[src/rtl/memory_arbiter.sv]
// memory_arbiter: round-robin arbiter between an instruction cache (read-only)
// and a data cache (read/write) sharing one fixed-latency memory port.
// One transaction at a time: IDLE -> ISSUE -> WAIT -> RESPOND -> IDLE.
// Ports:
//   clock, reset                       rising-edge clock, async active-high reset
//   icache_req/_address                instruction-cache read request
//   icache_ready/_data                 one-cycle completion pulse, returned line
//   dcache_req/_write/_address/_data_in data-cache request (write when _write=1)
//   dcache_ready/_data                 one-cycle completion pulse, returned read line
//   mem_write_enable/_read_enable      one-cycle strobes to memory during ISSUE
//   mem_address/mem_data_in            latched request address / write line
//   mem_data_out                       line returned by memory
//   busy                               high whenever the FSM is not IDLE
module memory_arbiter #(
  parameter int unsigned ADDRESS_SIZE    = 12,
  parameter int unsigned CACHE_LINE_SIZE = 128,
  parameter int unsigned MEMORY_LATENCY  = 4
) (
  input  logic                       clock,
  input  logic                       reset,
  input  logic                       icache_req,
  input  logic [ADDRESS_SIZE-1:0]    icache_address,
  output logic                       icache_ready,
  output logic [CACHE_LINE_SIZE-1:0] icache_data,
  input  logic                       dcache_req,
  input  logic                       dcache_write,
  input  logic [ADDRESS_SIZE-1:0]    dcache_address,
  input  logic [CACHE_LINE_SIZE-1:0] dcache_data_in,
  output logic                       dcache_ready,
  output logic [CACHE_LINE_SIZE-1:0] dcache_data,
  output logic                       mem_write_enable,
  output logic                       mem_read_enable,
  output logic [ADDRESS_SIZE-1:0]    mem_address,
  output logic [CACHE_LINE_SIZE-1:0] mem_data_in,
  input  logic [CACHE_LINE_SIZE-1:0] mem_data_out,
  output logic                       busy
);

  localparam int unsigned CNT_W = 4;

  typedef enum logic [1:0] {IDLE, ISSUE, WAIT, RESPOND} state_t;

  state_t           state, next_state;
  logic [CNT_W-1:0] count;
  logic             last_d;    // 1: dcache received the most recent grant
  logic             grant_d;   // port currently being serviced (1 = dcache)
  logic             is_write;  // current transaction is a dcache write
  logic             any_req;
  logic             pick_d;

  // Arbitration and next-state logic
  always_comb begin
    next_state = state;
    any_req    = icache_req | dcache_req;
    // dcache wins when alone, or on a tie when icache was granted last
    pick_d     = dcache_req & (~icache_req | ~last_d);
    case (state)
      IDLE:    if (any_req) next_state = ISSUE;
      ISSUE:   next_state = WAIT;
      WAIT:    if (count <= CNT_W'(1)) next_state = RESPOND;
      RESPOND: next_state = IDLE;
      default: next_state = IDLE;
    endcase
  end

  // State register
  always_ff @(posedge clock or posedge reset) begin
    if (reset) state <= IDLE;
    else       state <= next_state;
  end

  // Request latching, memory strobes, latency counter and response outputs
  always_ff @(posedge clock or posedge reset) begin
    if (reset) begin
      count            <= '0;
      last_d           <= 1'b1;
      grant_d          <= 1'b0;
      is_write         <= 1'b0;
      icache_ready     <= 1'b0;
      icache_data      <= '0;
      dcache_ready     <= 1'b0;
      dcache_data      <= '0;
      mem_write_enable <= 1'b0;
      mem_read_enable  <= 1'b0;
      mem_address      <= '0;
      mem_data_in      <= '0;
      busy             <= 1'b0;
    end else begin
      mem_write_enable <= 1'b0;
      mem_read_enable  <= 1'b0;
      icache_ready     <= 1'b0;
      dcache_ready     <= 1'b0;
      busy             <= (next_state != IDLE);
      case (state)
        IDLE: begin
          if (any_req) begin
            grant_d          <= pick_d;
            last_d           <= pick_d;
            is_write         <= pick_d & dcache_write;
            mem_address      <= pick_d ? dcache_address : icache_address;
            if (pick_d) mem_data_in <= dcache_data_in;
            // strobes are registered here so they are high exactly during ISSUE
            mem_write_enable <= pick_d & dcache_write;
            mem_read_enable  <= ~(pick_d & dcache_write);
          end
        end
        ISSUE: count <= CNT_W'(MEMORY_LATENCY);
        WAIT: begin
          count <= count - CNT_W'(1);
          if (next_state == RESPOND) begin
            if (grant_d) dcache_ready <= 1'b1;
            else         icache_ready <= 1'b1;
            if (!is_write) begin
              if (grant_d) dcache_data <= mem_data_out;
              else         icache_data <= mem_data_out;
            end
          end
        end
        default: ;
      endcase
    end
  end

endmodule

[config.mk]
export PLATFORM = sky130hd
export DESIGN_NAME = memory_arbiter
export DESIGN_NICKNAME = d
export VERILOG_FILES = /design/src/rtl/memory_arbiter.sv
export SDC_FILE = /design/constraint.sdc
export NUM_CORES = 1
export LEC_CHECK = 0
export ABC_AREA = 1
export CORE_AREA = 2 2 268 270
export CTS_CLUSTER_SIZE = 40
export DETAILED_ROUTE_END_ITERATION = 7
export DIE_AREA = 0 0 270 272
export PLACE_DENSITY_LB_ADDON = 0.25
export SLEW_MARGIN = 20
export SYNTH_ARGS = -nofsm -noshare
export SYNTH_HDL_FRONTEND = slang
export SYNTH_SLANG_ARGS = --single-unit
[constraint.sdc]
create_clock -name clock -period 28.6 [get_ports clock]
set_input_delay 2.86 -clock clock [delete_from_list [all_inputs] [get_ports clock]]
set_output_delay 2.86 -clock clock [all_outputs]
set_load 0.02 [all_outputs]
== Word-level counts from Yosys, hierarchy flattened ==
Cells that the tools add are included.

* Register bits: 410
* Input bits: 285
* Output and inout port bits: 401
* Word-level logic and storage cells: 51

* $add $sub $neg: 1
* Magnitude comparators: 1
* Equality and inequality tests: 4
* Multiplexer cells: 15
* Bitwise operators: 9
* Reductions and logical operators: 7

{| class="wikitable"
|+ Operator list
! kind !! count
|-
| 12-bit 2-to-1 mux || 1
|-
| 1-bit 2-to-1 mux || 10
|-
| 2-bit case mux with 4 select lines || 1
|-
| 4-bit case mux with 2 select lines || 1
|-
| 4-bit AND reduction || 2
|-
| 2-bit equality test, second input constant || 3
|-
| 1-bit NOT || 5
|-
| 4-bit by 1-bit <= comparator with 1-bit output, second input constant || 1
|-
| 2-bit 2-to-1 mux || 2
|-
| 2-bit nonzero test || 2
|-
| 4-bit by 1-bit subtractor with 4-bit output, second input constant || 1
|-
| 3-bit AND reduction || 1
|-
| 1-bit AND || 2
|-
| 2-bit by 1-bit equality test with 1-bit output, second input constant || 1
|-
| 2-bit logical NOT || 1
|-
| 1-bit OR || 2
|-
| 2-bit AND reduction || 1
|}

== Longest topological paths before layout ==
Gate-level depths: netlist (run 1).

* Word-level depth: 7
* Depth in mapped cells: 13
* Gate-level depth less buffers: 11

== Worst setup path after synthesis (run 1) ==
Ideal clock, no wire load.

* Path kind: input to register
* From: input port dcache_req
* To: register mem_data_in[10]
* Setup time: 0.125 ns
* Arrival time: 3.717 ns
* Required time: 28.475 ns
* Path slack: 24.758 ns
* Stages on the path: 6
* Path buffers: 2
* Cells stage by stage: inv_2 > a21oi_4 > nand2_2 > buf_6 > buf_6 > mux2_4

* Cells in the longest elaborated chain, start to end: 2
* Elaborated cells between the ends (all ways): 3
* Those cells by class: 2 x bitwise; 1 x reduce/logical

{| class="wikitable"
|+ Ends and longest elaborated chain
! item !! RTL line !! source
|-
| start, declared || 25 || <nowiki>input logic dcache_req,</nowiki>
|-
| 1-bit OR / 1-bit AND (equally long branches) || 54, 56 ||
|-
| 3-bit AND reduction (no source line) (*) || - ||
|-
| end signal, assigned || 101 || <nowiki>if (pick_d) mem_data_in <= dcache_data_in;</nowiki>
|-
| end, declared || 34 || <nowiki>output logic [CACHE_LINE_SIZE-1:0] mem_data_in,</nowiki>
|}

Every way passes the cells marked *; elsewhere a longest branch is shown, timed or not.
A chain may end at the register's enable or synchronous reset.

== Worst setup path in the final report (run 1) ==
* From: input port icache_req
* To: register icache_data[95]

* Cells in the longest elaborated chain, start to end: 5

{| class="wikitable"
|+ Ends and longest elaborated chain
! item !! RTL line !! source
|-
| start, declared || 21 || <nowiki>input logic icache_req,</nowiki>
|-
| 1-bit OR || 54 || <nowiki>any_req = icache_req | dcache_req;</nowiki>
|-
| 2-bit 2-to-1 mux || 58 || <nowiki>IDLE: if (any_req) next_state = ISSUE;</nowiki>
|-
| 2-bit case mux with 4 select lines || 57 || <nowiki>case (state)</nowiki>
|-
| 2-bit equality test || 110 || <nowiki>if (next_state == RESPOND) begin</nowiki>
|-
| 4-bit AND reduction (no source line) || - ||
|-
| end signal, assigned || 115 || <nowiki>else icache_data <= mem_data_out;</nowiki>
|-
| end, declared || 24 || <nowiki>output logic [CACHE_LINE_SIZE-1:0] icache_data,</nowiki>
|}

No other way between the ends.

==> summary.md, run 1 <==
| Metric | Value |
|---|---|
| Largest cells by area after synthesis | dfrtp_1 (61%), nand2_1 (12%), nand4_1 (9.6%) |
| Largest stage delay, worst path | around 920 ps |
| WL/cell | ~20 um |
| First-pass GRT wire length | between 90 and 100 mm |
| Synth-to-layout area growth | 54.7% |
| Initial core utilization | 0.236 |
| Clk_skew | 13.0 ps |
| R2R setup slack | around 25,000 ps |
| Via density | around 4.5 |
| IO Pins | approximately 690 |
| Max-Cap Viols | 0 |
| Seq/Total Area, Yosys | 0.614 |
| CP startpoint | icache_req |
| Hold Slack | ~470 ps |
| WP data required | around 29,000 ps |
| CTS Root Cell | clkbuf_16 |
| Combinational Power Share | 0.504 |
| Critical path arrival | 6250 ps |
| Gates resized, CTS repair | 0 |
| Reg-to-Reg Start | state[0] |
| Clock Sinks | 410 |
| Delay-heaviest family, CP | buffers and inverters |
| Die area | 73,400 um2 |
| DRC viols | 0 |
| Clock power frac | 0.185 |
| Mean Syn Cell Area | ~11 um2 |
| Buf/Inv on CP | 4 |
| Hold Crit Depth | 2 |
| Setup Fix Bufs, Post-CTS | 0 |
| Fin crit period | 5760 ps |
| I/O Buffers | a little under 700 |
| Design Area, Final | approximately 26,000 um2 |
| Crit. End Element | flip-flop |
| First-pass detailed-route iteration total | 7 |
| Sw power | roughly 1.3 mW |
| Dpl ws | around 22,000 ps |
| Crit Reg-Reg Endpoint | icache_data[95] |
| Pwr per Cell Area | between 100 and 150 nW/um2 |
| Post-synth EDFFs | 0 |
| CP max FO | roughly 100 |
| Switching share of total power | 0.409 |
| Power, Total | 3.27 mW |
| Synthesis-stage register bit count | 410 |
| Asr flop ratio synth | 1.00 |
| Period utilization | 0.201 |
| Largest net degree at the start of global routing | 103 |
| Final nets | roughly 2,500 |
| Critical-path cell list | clkdlybuf4s50_1 > inv_1 > nand2_1 > o21ai_2 > nand2_8 > buf_4 > buf_4 > nand4_1 > nand2_1 |
| Unrepaired setup endpoints after global routing | no |
| Worst slew pin tran | about 1100 ps |
| Final wirelength | roughly 63 mm |
| Internal Power | 1.93 mW |
| CP endpoint | icache_data[95] |
| Gate Count Post-Synth | roughly 1,500 |
| GR Util All Layers | 0.166 |
| Largest area contributor in the synthesized netlist | dfrtp_1 |
| Stages on worst setup path | 9 |
| CTS max path bufs | 3 |
| Setup ws final | ~23,000 ps |
| Hold crit path type | flip-flop to flip-flop |
| Synth Cell Area | 16,700 um2 |
| Most numerous cell in the Yosys netlist | nand2_1 |
| Flop pwr share | 0.311 |
| Synth Flop Type | dfrtp_1 |
| Max Clk Rate | ~0.17 GHz |
| Hold_buf cts | 0 |
| Grt total ovfl | 0 |
| Post-Route Setup TNS | 0 ps |
| Routed Antenna Nets | 0 |
| Layout cells sized above 1 | 0.0992 |
| Setup CP Type | input pin to flip-flop |
| DP Area | around 24,000 um2 |
| Initial antenna violation count | 4 |
| Clk_lat worst skew | between 500 and 600 ps |
| Peak VDD IR | just under 0.00008 V |
| LEAKAGE | ~12 nW |
| Worst-path clk slew | roughly 50 ps |
| CP max-delay cell | buf_4 |
| Final setup violation count | 0 |
| Status | completed |
| Cells on worst reg2reg path | 9 |
| H-tree depth | 2 |
| HPWL Detailed | between 40 and 50 mm |
| Die Wd | between 200 and 300 um |
| Routability cong. | around 0.85 |
| Final max-slew violation count | 0 |
| Fillers | around 7,000 |
| Slew Limit Headroom | 0.271 |
| Iter 0 DRT Violations | 723 |
| Mapped Nets | approximately 1,800 |
| Vias | 14,100 |
| Most frequent cells after synthesis | nand2_1 (545), dfrtp_1 (409), nand4_1 (257), buf_2 (85), mux2_4 (70) |
| FP Rows | 98 |
| Final hold vios | 0 |
| TritonCTS Buffers | between 40 and 50 |
| Die height | 272 um |
| Yosys warnings | 0 |
| CTS tree | yes |
| Core region area | ~71,000 um2 |
| Synth cell types | 28 |
| Top cell type's share of synthesized area | 0.613 |
| Vias in the first global route | around 15,000 |
| Startpoint Class | input pin |
[power by group through the flow]
stage	clock, mW	combinational (mW)	sequential [mW]
2_1_floorplan	0	0.546	1.33
3_3_place_gp	0	1.66	1.01
4_1_cts	0.626	1.67	1.02
3_5_place_dp	0	1.67	1.02
5_1_grt	0.647	1.76	1.05
6_report	0.605	1.65	1.02
[placed cells by master (no fill, tap or decap), types with 2 or more instances in the layout]
cell type / n
clkinv_2: 3
diode_2: 2
clkbuf_16: 49
nand2_8: 2
nand3_4: 2
ha_1: 4
inv_1: 14
nand4_1: 257
nor3_1: 3
mux2_2: 52
a31oi_1: 13
buf_4: 15
mux2_4: 70
dfrtp_1: 409
clkbuf_8: 12
nor2_4: 2
bufinv_16: 2
clkdlybuf4s50_1: 685
inv_8: 2
clkbuf_1: 16
o22ai_1: 2
o21ai_0: 5
nor2_1: 18
mux2_1: 6
nand2_1: 545
[state kept, by name, indices dropped and copies added (netlist names)]
name,count
dcache_data,128
icache_data,128
mem_data_in,128
mem_address,12
count,4
state,2
busy,1
dcache_ready,1
grant_d,1
icache_ready,1
is_write,1
last_d,1
mem_read_enable,1
mem_write_enable,1
[worst reg2reg max path, stage by stage (launching register included)]
cell	delay [ps]
dfrtp_1	360
inv_1	80
ha_1	310
nor2_1	130
nand2_1	150
nand2_8	470
buf_4	1040
buf_4	710
nand4_1	260
nand2_1	130
[metrics by stage]
step                       util  std cells
after floorplan               -       1544
after global placement    0.343       3064
after detailed placement  0.343       3064
after CTS                 0.365       3147
after global routing      0.365       3149
final                     0.365       3150
[metal layers]
layer / wire (um) / up-vias / track usage / share of wire
li1: - / 6508 / - / -
met1: 25400 / 6943 / 0.198 / 0.40
met2: 29900 / 560 / 0.277 / 0.48
met3: 5140 / 110 / 0.0538 / 0.082
met4: 2330 / 2 / 0.0648 / 0.037
met5: 13 / - / 0 / 0.00021
[area by class of cell]
class	count	area, um2	share of cell area
Timing Repair Buffer	702	7010	0.271
Inverter	17	78.8	0.00305
Clock inverter	6	82.6	0.00320
Tap cell	950	1190	0.0460
Antenna cell	2	5.00	0.000194
Clock buffer	77	1450	0.0562
Sequential cell	410	10300	0.397
Multi-Input combinational cell	986	5750	0.223
[cell families after synthesis]
logic type,count (synthesis),synth area share
mux,128,0.102
simple gates,831,0.227
buf+inv,148,0.0448
flops,410,0.614
fa+ha+maj,4,0.00300
compound gates,23,0.00907
[worst min path at each step]
stage	from	end	slack, ps
detailed placement	icache_data[21]	icache_data[21]	460
CTS	icache_data[21]	icache_data[21]	470
global placement	icache_data[92]	icache_data[92]	450
floorplan	grant_d	icache_ready	450
finish	dcache_data[19]	dcache_data[19]	470
global route	dcache_data[37]	dcache_data[37]	480
No activity file was read; power rests on OpenSTA's default activity.
==> run 2: changes to the inputs <==
clock period = 5.7 ns   (was 28.6 ns; I/O delays follow)
==> run 2 against run 1 <==
  * Die area is the same
  * Clock power grew to 5.3 times the previous value
  * First-iteration DRC count grew 7.1%
  * Count of clock-buffer cells in the layout is the same
  * Register-to-register slack lost 22000 ps
  * Via count shrank 0.28%
  * Critical path depth is the same
==> summary.md, run 2 (synthesized netlist as in run 1, its figures left out) <==
| Metric | Value |
|---|---|
| Hold path start | icache_data[14] |
| TritonCTS Buffers | 50 (+4.2%) |
| Worst slew pin tran | 1060 ps (-32.7 ps) |
| Clk_lat worst skew | 570 ps (about the same) |
| Die height | 272 um (unchanged) |
| Pwr per Cell Area | 635 nW/um2 (+400%) |
| Period utilization | 0.556 |
| Vias | 14,100 (-0.28%) |
| Placed cell count | 3,067 (+0.098%) |
| Setup Fix Bufs, Post-CTS | 0 (unchanged) |
| Vias in the first global route | 14,700 (+0.22%) |
| Hold crit path type | flip-flop to flip-flop |
| DP Area | 24,300 um2 (+0.18%) |
| HPWL Detailed | 42.3 mm (-0.46%) |
| Peak VDD IR | 0.000324 V (+320%) |
| GR Util All Layers | 0.163 (-0.00287) |
| Fin crit period | about 3200 ps |
| Startpoint Class | flip-flop |
| Fillers | 7,089 (+0.84%) |
| WP data required | 6210 ps (-22,890 ps) |
| H-tree depth | 2 (unchanged) |
| I/O Buffers | 685 (unchanged) |
| CTS max path bufs | 3 (unchanged) |
| CTS Root Cell | clkbuf_16 |
| Hold_buf cts | 0 (unchanged) |
| Crit. End Element | flip-flop |
| Worst-path clk slew | 60 ps (about the same) |
| Reg area | 10,300 um2 (unchanged) |
| Via density | 4.46 (-0.50%) |
| Grt total ovfl | 0 (unchanged) |
| Final non-filler cell total | 3,157 (+0.22%) |
| Max-Cap Viols | 0 (unchanged) |
| Post-Route Setup TNS | 0 ps (unchanged) |
| CP max FO | 101 (-0.98%) |
| Final wirelength | 61.7 mm (-1.7%) |
| Gates resized, CTS repair | 0 (unchanged) |
| Max Clk Rate | 0.316 GHz |
| IO Pins | 686 (unchanged) |
| WL/cell | 19.5 um (-1.9%) |
| Final hold vios | 0 (unchanged) |
| FP Rows | 98 (unchanged) |
| First-pass GRT wire length | 93.2 mm (-1.6%) |
| Layout cells sized above 1 | 0.103 (+0.00422) |
| Most frequent cells in the layout | clkdlybuf4s50_1 (685), nand2_1 (545), dfrtp_1 (409) |
| Status | completed |
| LEAKAGE | 11.9 nW (+0.59%) |
| First-pass detailed-route iteration total | 5 (-2) |
| Clock Sinks | 410 (unchanged) |
| Top Registers | dcache_data: 128 flops, icache_data: 128 flops, mem_data_in: 128 flops |
| Synth-to-layout area growth | 55.5% |
| Routed Antenna Nets | 0 (unchanged) |
| Clk_skew | 11.5 ps (-1.47 ps) |
| Final max-slew violation count | 0 (unchanged) |
| Die Wd | 270 um (unchanged) |
| Core region area | 70,800 um2 (unchanged) |
| Iter 0 DRT Violations | 774 (+7.1%) |
| CTS tree | yes |
| Unrepaired setup endpoints after global routing | no |
| Critical path arrival | 3680 ps (-2570 ps) |
| Design Area, Final | 26,000 um2 (+0.55%) |
| Initial core utilization | 0.236 (unchanged) |
| Reg-to-Reg Start | state[0] |
| Routability cong. | 0.813 (-4.1%) |
| Setup CP Type | flip-flop to flip-flop |
| Final nets | 2,459 (+0.20%) |
| CP startpoint | state[0] |
| Die area | 73,400 um2 (unchanged) |
| Multi-input logic area | 5750 um2 (unchanged) |
| Largest net degree at the start of global routing | 149 (+45%) |
| Most common cell after layout, fill and taps aside | clkdlybuf4s50_1 |
| Fin util | 0.367 (+0.00200) |
| DRC viols | 0 (unchanged) |
| Slew Limit Headroom | 0.292 (+0.0218) |
| Final setup violation count | 0 (unchanged) |
| Initial antenna violation count | 3 (-1) |
## run 2: changes by cell type in the layout (fill, tap and decap cells not counted), sizes merged
cell / previous run / this run
clkinvlp: 1 / 2
buf: 17 / 20
bufinv: 2 / 3
clkinv: 3 / 5
## run 2: final cells by class
class                   instances  area share
clock inverters                10     0.00506
clock buffers                  77      0.0579
inverters                      17     0.00289
multi-input cells             986       0.221
repair buffers                705       0.272
flip-flops and latches        410       0.395
diodes                          2    0.000193
well taps                     950      0.0458
## run 2: final timing paths
check                                        end  slack (ps)  depth (start not counted)
worst max-delay path             icache_data[50]        2530                          9
worst min-delay path             icache_data[14]         470                          2
worst max register to register   icache_data[50]        2530                          9
worst min register to register   icache_data[14]         470                          2
max in group asynchronous        icache_data[60]        4060                          4
min in group asynchronous       mem_data_in[125]         600                          3
## run 2: per-stage QoR
| stage | power [mW] | worst slack, ps | hold WS, ps |
|---|---|---|---|
| floorplan | 9.43 | -395 | 447 |
| global route | 17.5 | 2220 | 487 |
| CTS | 16.7 | 2350 | 471 |
| finish | 16.5 | 2530 | 467 |
| detailed placement | 13.4 | 1980 | 457 |
| global placement | 13.3 | 2010 | 453 |
## run 2: power by group
part           switching [mW]  leakage [nW]  internal [mW]
registers               0.784          5.13           4.31
logic                    4.63          6.00           3.59
clock network            1.25         0.804           1.93
## run 2: routing by layer
layer	GRT usage	wire [um]	up-vias
li1	-	-	6526
met1	0.191	24300	6907
met2	0.280	30400	551
met5	0	0	-
met3	0.0551	5200	100
met4	0.0516	1730	0
## run 2: worst max-delay path, cell delays in order, from the launching register on
cell,delay [ps]
dfrtp_1,360
inv_1,80
ha_1,320
nor2_1,140
nand2_1,160
nand2_8,330
buf_4,440
buf_4,820
nand4_1,200
nand2_1,130
==> run 3: changes to the inputs <==
clock period = 2.95 ns   (was 5.7 ns; I/O delays follow)
==> run 3 against run 2 <==
  * Sequential cell count unchanged
  * Non-clock buffer count increased by 32
  * Total power up 94%
  * Combinational power up 98%
  * Largest cell class unchanged
  * Global-route usage grew 0.44 points
  * Cell area is 1.5% higher
  * Count of clock-buffer cells in the layout did not move
  * Critical path type unchanged
  * Hold slack worse by 190 ps
  * Worst setup slack got worse by 1900 ps
  * Wire length rose by 2.8%
  * Largest power group unchanged
==> summary.md, run 3 (synthesized netlist as in run 1, its figures left out) <==
| Metric | Value |
|---|---|
| Status | completed |
| Pwr per Cell Area | 1210 nW/um2 (+91%) |
| Period utilization | 0.783 (+0.227) |
| Most common cell after layout, fill and taps aside | clkdlybuf4s50_1 |
| Routed Antenna Nets | 0 (unchanged) |
| Crit. End Element | flip-flop |
| Die Wd | 270 um (unchanged) |
| Routability cong. | 0.838 (+3.0%) |
| Vias in the first global route | 14,900 (+1.4%) |
| TritonCTS Buffers | 49 (-2.0%) |
| Most frequent cells in the layout | clkdlybuf4s50_1 (685), nand2_1 (545), dfrtp_1 (409) |
| First-pass detailed-route iteration total | 5 (unchanged) |
| Crit Reg-Reg Endpoint | dcache_data[41] |
| CP endpoint | dcache_data[41] |
| GR Util All Layers | 0.167 (+0.00442) |
| Startpoint Class | flip-flop |
| Slew Limit Headroom | 0.344 (+0.0518) |
| CTS max path bufs | 3 (unchanged) |
| Core region area | 70,800 um2 (unchanged) |
| WP data required | 3400 ps (-2810 ps) |
| Sw power | 13.0 mW (+95%) |
| First-pass GRT wire length | 95.4 mm (+2.3%) |
| Clk_skew | 12.3 ps (+0.853 ps) |
| IO Pins | 686 (unchanged) |
| Clk_lat worst skew | 570 ps (about the same) |
| Synth-to-layout area growth | 57.8% |
| Flop pwr share | 0.308 (about the same) |
| Setup CP Type | flip-flop to flip-flop |
| Final setup violation count | 0 (unchanged) |
| Top Registers | dcache_data: 128 flops, icache_data: 128 flops, mem_data_in: 128 flops |
| Final nets | 2,490 (+1.3%) |
| Die height | 272 um (unchanged) |
| Hold crit path type | input pin to flip-flop |
| Largest net degree at the start of global routing | 102 (-32%) |
| Gates resized, CTS repair | 0 (unchanged) |
| Power, Total | 32.0 mW (+94%) |
| LEAKAGE | 12.1 nW (+1.6%) |
| Initial core utilization | 0.236 (unchanged) |
| Final wirelength | 63.4 mm (+2.8%) |
| Unrepaired setup endpoints after global routing | no |
| Clock power frac | 0.182 (-0.011) |
| Final hold vios | 0 (unchanged) |
| DRC viols | 0 (unchanged) |
| Internal Power | 19.0 mW (+93%) |
| Via density | 4.46 (about the same) |
| Final non-filler cell total | 3,190 (+1.0%) |
| DP Area | 24,800 um2 (+2.1%) |
| Hold Slack | 281 ps (-186 ps) |
| Die area | 73,400 um2 (unchanged) |
| Iter 0 DRT Violations | 843 (+8.9%) |
| FP Rows | 98 (unchanged) |
| Switching share of total power | 0.406 (+0.00211) |
| I/O Buffers | 685 (unchanged) |
| Grt total ovfl | 0 (unchanged) |
| Vias | 14,200 (+0.95%) |
| CP max FO | 69 (-32%) |
| Max-Cap Viols | 0 (unchanged) |
| WL/cell | 19.9 um (+1.7%) |
| Hold_buf cts | 0 (unchanged) |
| Cells on worst reg2reg path | 8 (-1) |
| H-tree depth | 2 (unchanged) |
| Setup Fix Bufs, Post-CTS | 0 (unchanged) |
| CTS Root Cell | clkbuf_16 |
| Fin crit period | 2310 ps (-858 ps) |
| Worst slew pin tran | 982 ps (-79.7 ps) |
| Max Clk Rate | 0.433 GHz (+37%) |
| Post-Route Setup TNS | 0 ps (unchanged) |
| CP startpoint | state[0] |
| Clock Sinks | 410 (unchanged) |
| CTS tree | yes |
| Design Area, Final | 26,300 um2 (+1.5%) |
| Placed cell count | 3,100 (+1.1%) |
| Initial antenna violation count | 7 (+4) |
| Combinational Power Share | 0.510 (+0.012) |
| Critical path arrival | 2760 ps (-920 ps) |
| Worst-path clk slew | 60 ps (about the same) |
| Reg-to-Reg Start | state[0] |
| Peak VDD IR | 0.000633 V (+95%) |
| Final max-slew violation count | 0 (unchanged) |
| HPWL Detailed | 45.0 mm (+6.3%) |
| Layout cells sized above 1 | 0.114 (+0.0111) |
| R2R setup slack | 640 ps (-1890 ps) |
run 3: cell count changes in the layout (fill, tap and decap cells not counted), sizes merged:
cell | before | now
diode | 2 | 4
bufinv | 3 | 0
buf | 20 | 52
clkinv | 5 | 7
run 3: metrics by stage:
stage                util  worst slack (ps)
detailed placement  0.351               704
CTS                 0.372               679
floorplan               -             -2870
global route        0.372               534
finish              0.372               640
global placement    0.351               751
run 3: final cells by class:
| type | instances | area, um2 |
|---|---|---|
| diodes | 4 | 10.0 |
| clock buffers | 77 | 1470 |
| clock inverters | 9 | 51.3 |
| fillers | 6940 | 44400 |
| inverters | 17 | 75.1 |
| multi-input cells | 986 | 5750 |
| flip-flops and latches | 410 | 10300 |
| well taps | 950 | 1190 |
| repair buffers | 737 | 7530 |
run 3: layer usage:
layer / global-route usage / wire length [um]
met1: 0.193 / 24600
met2: 0.289 / 31700
met3: 0.0575 / 5360
met4: 0.0553 / 1750
met5: 0 / 13
run 3: worst min-delay path by stage:
| stage | startpoint | end | slack, ps | depth (start not counted) |
|---|---|---|---|---|
| 6_report | icache_address[9] | mem_address[9] | 280 | 3 |
| 5_1_grt | icache_address[9] | mem_address[9] | 250 | 3 |
| 4_1_cts | icache_address[9] | mem_address[9] | 230 | 3 |
| 3_5_place_dp | dcache_data[32] | dcache_data[32] | 460 | 2 |
| 3_3_place_gp | dcache_data[6] | dcache_data[6] | 450 | 2 |
| 2_1_floorplan | dcache_data_in[0] | mem_data_in[0] | 430 | 1 |
run 3: power groups by stage:
| stage | Clock (mW) | Combinational [mW] | Sequential, mW |
|---|---|---|---|
| floorplan | 0 | 5.29 | 12.9 |
| global placement | 0 | 16.4 | 9.84 |
| detailed placement | 0 | 16.5 | 9.94 |
| CTS | 6.04 | 16.6 | 9.90 |
| global route | 6.24 | 17.4 | 10.2 |
| finish | 5.81 | 16.3 | 9.87 |
run 3: critical path: stages, from the launching register on:
cell     delay (ps)
dfrtp_1         370
inv_1            90
ha_1            410
nand2_1         210
nor2_4          420
nand3_4         150
buf_12          220
nand2_1         120
nand2_1          70
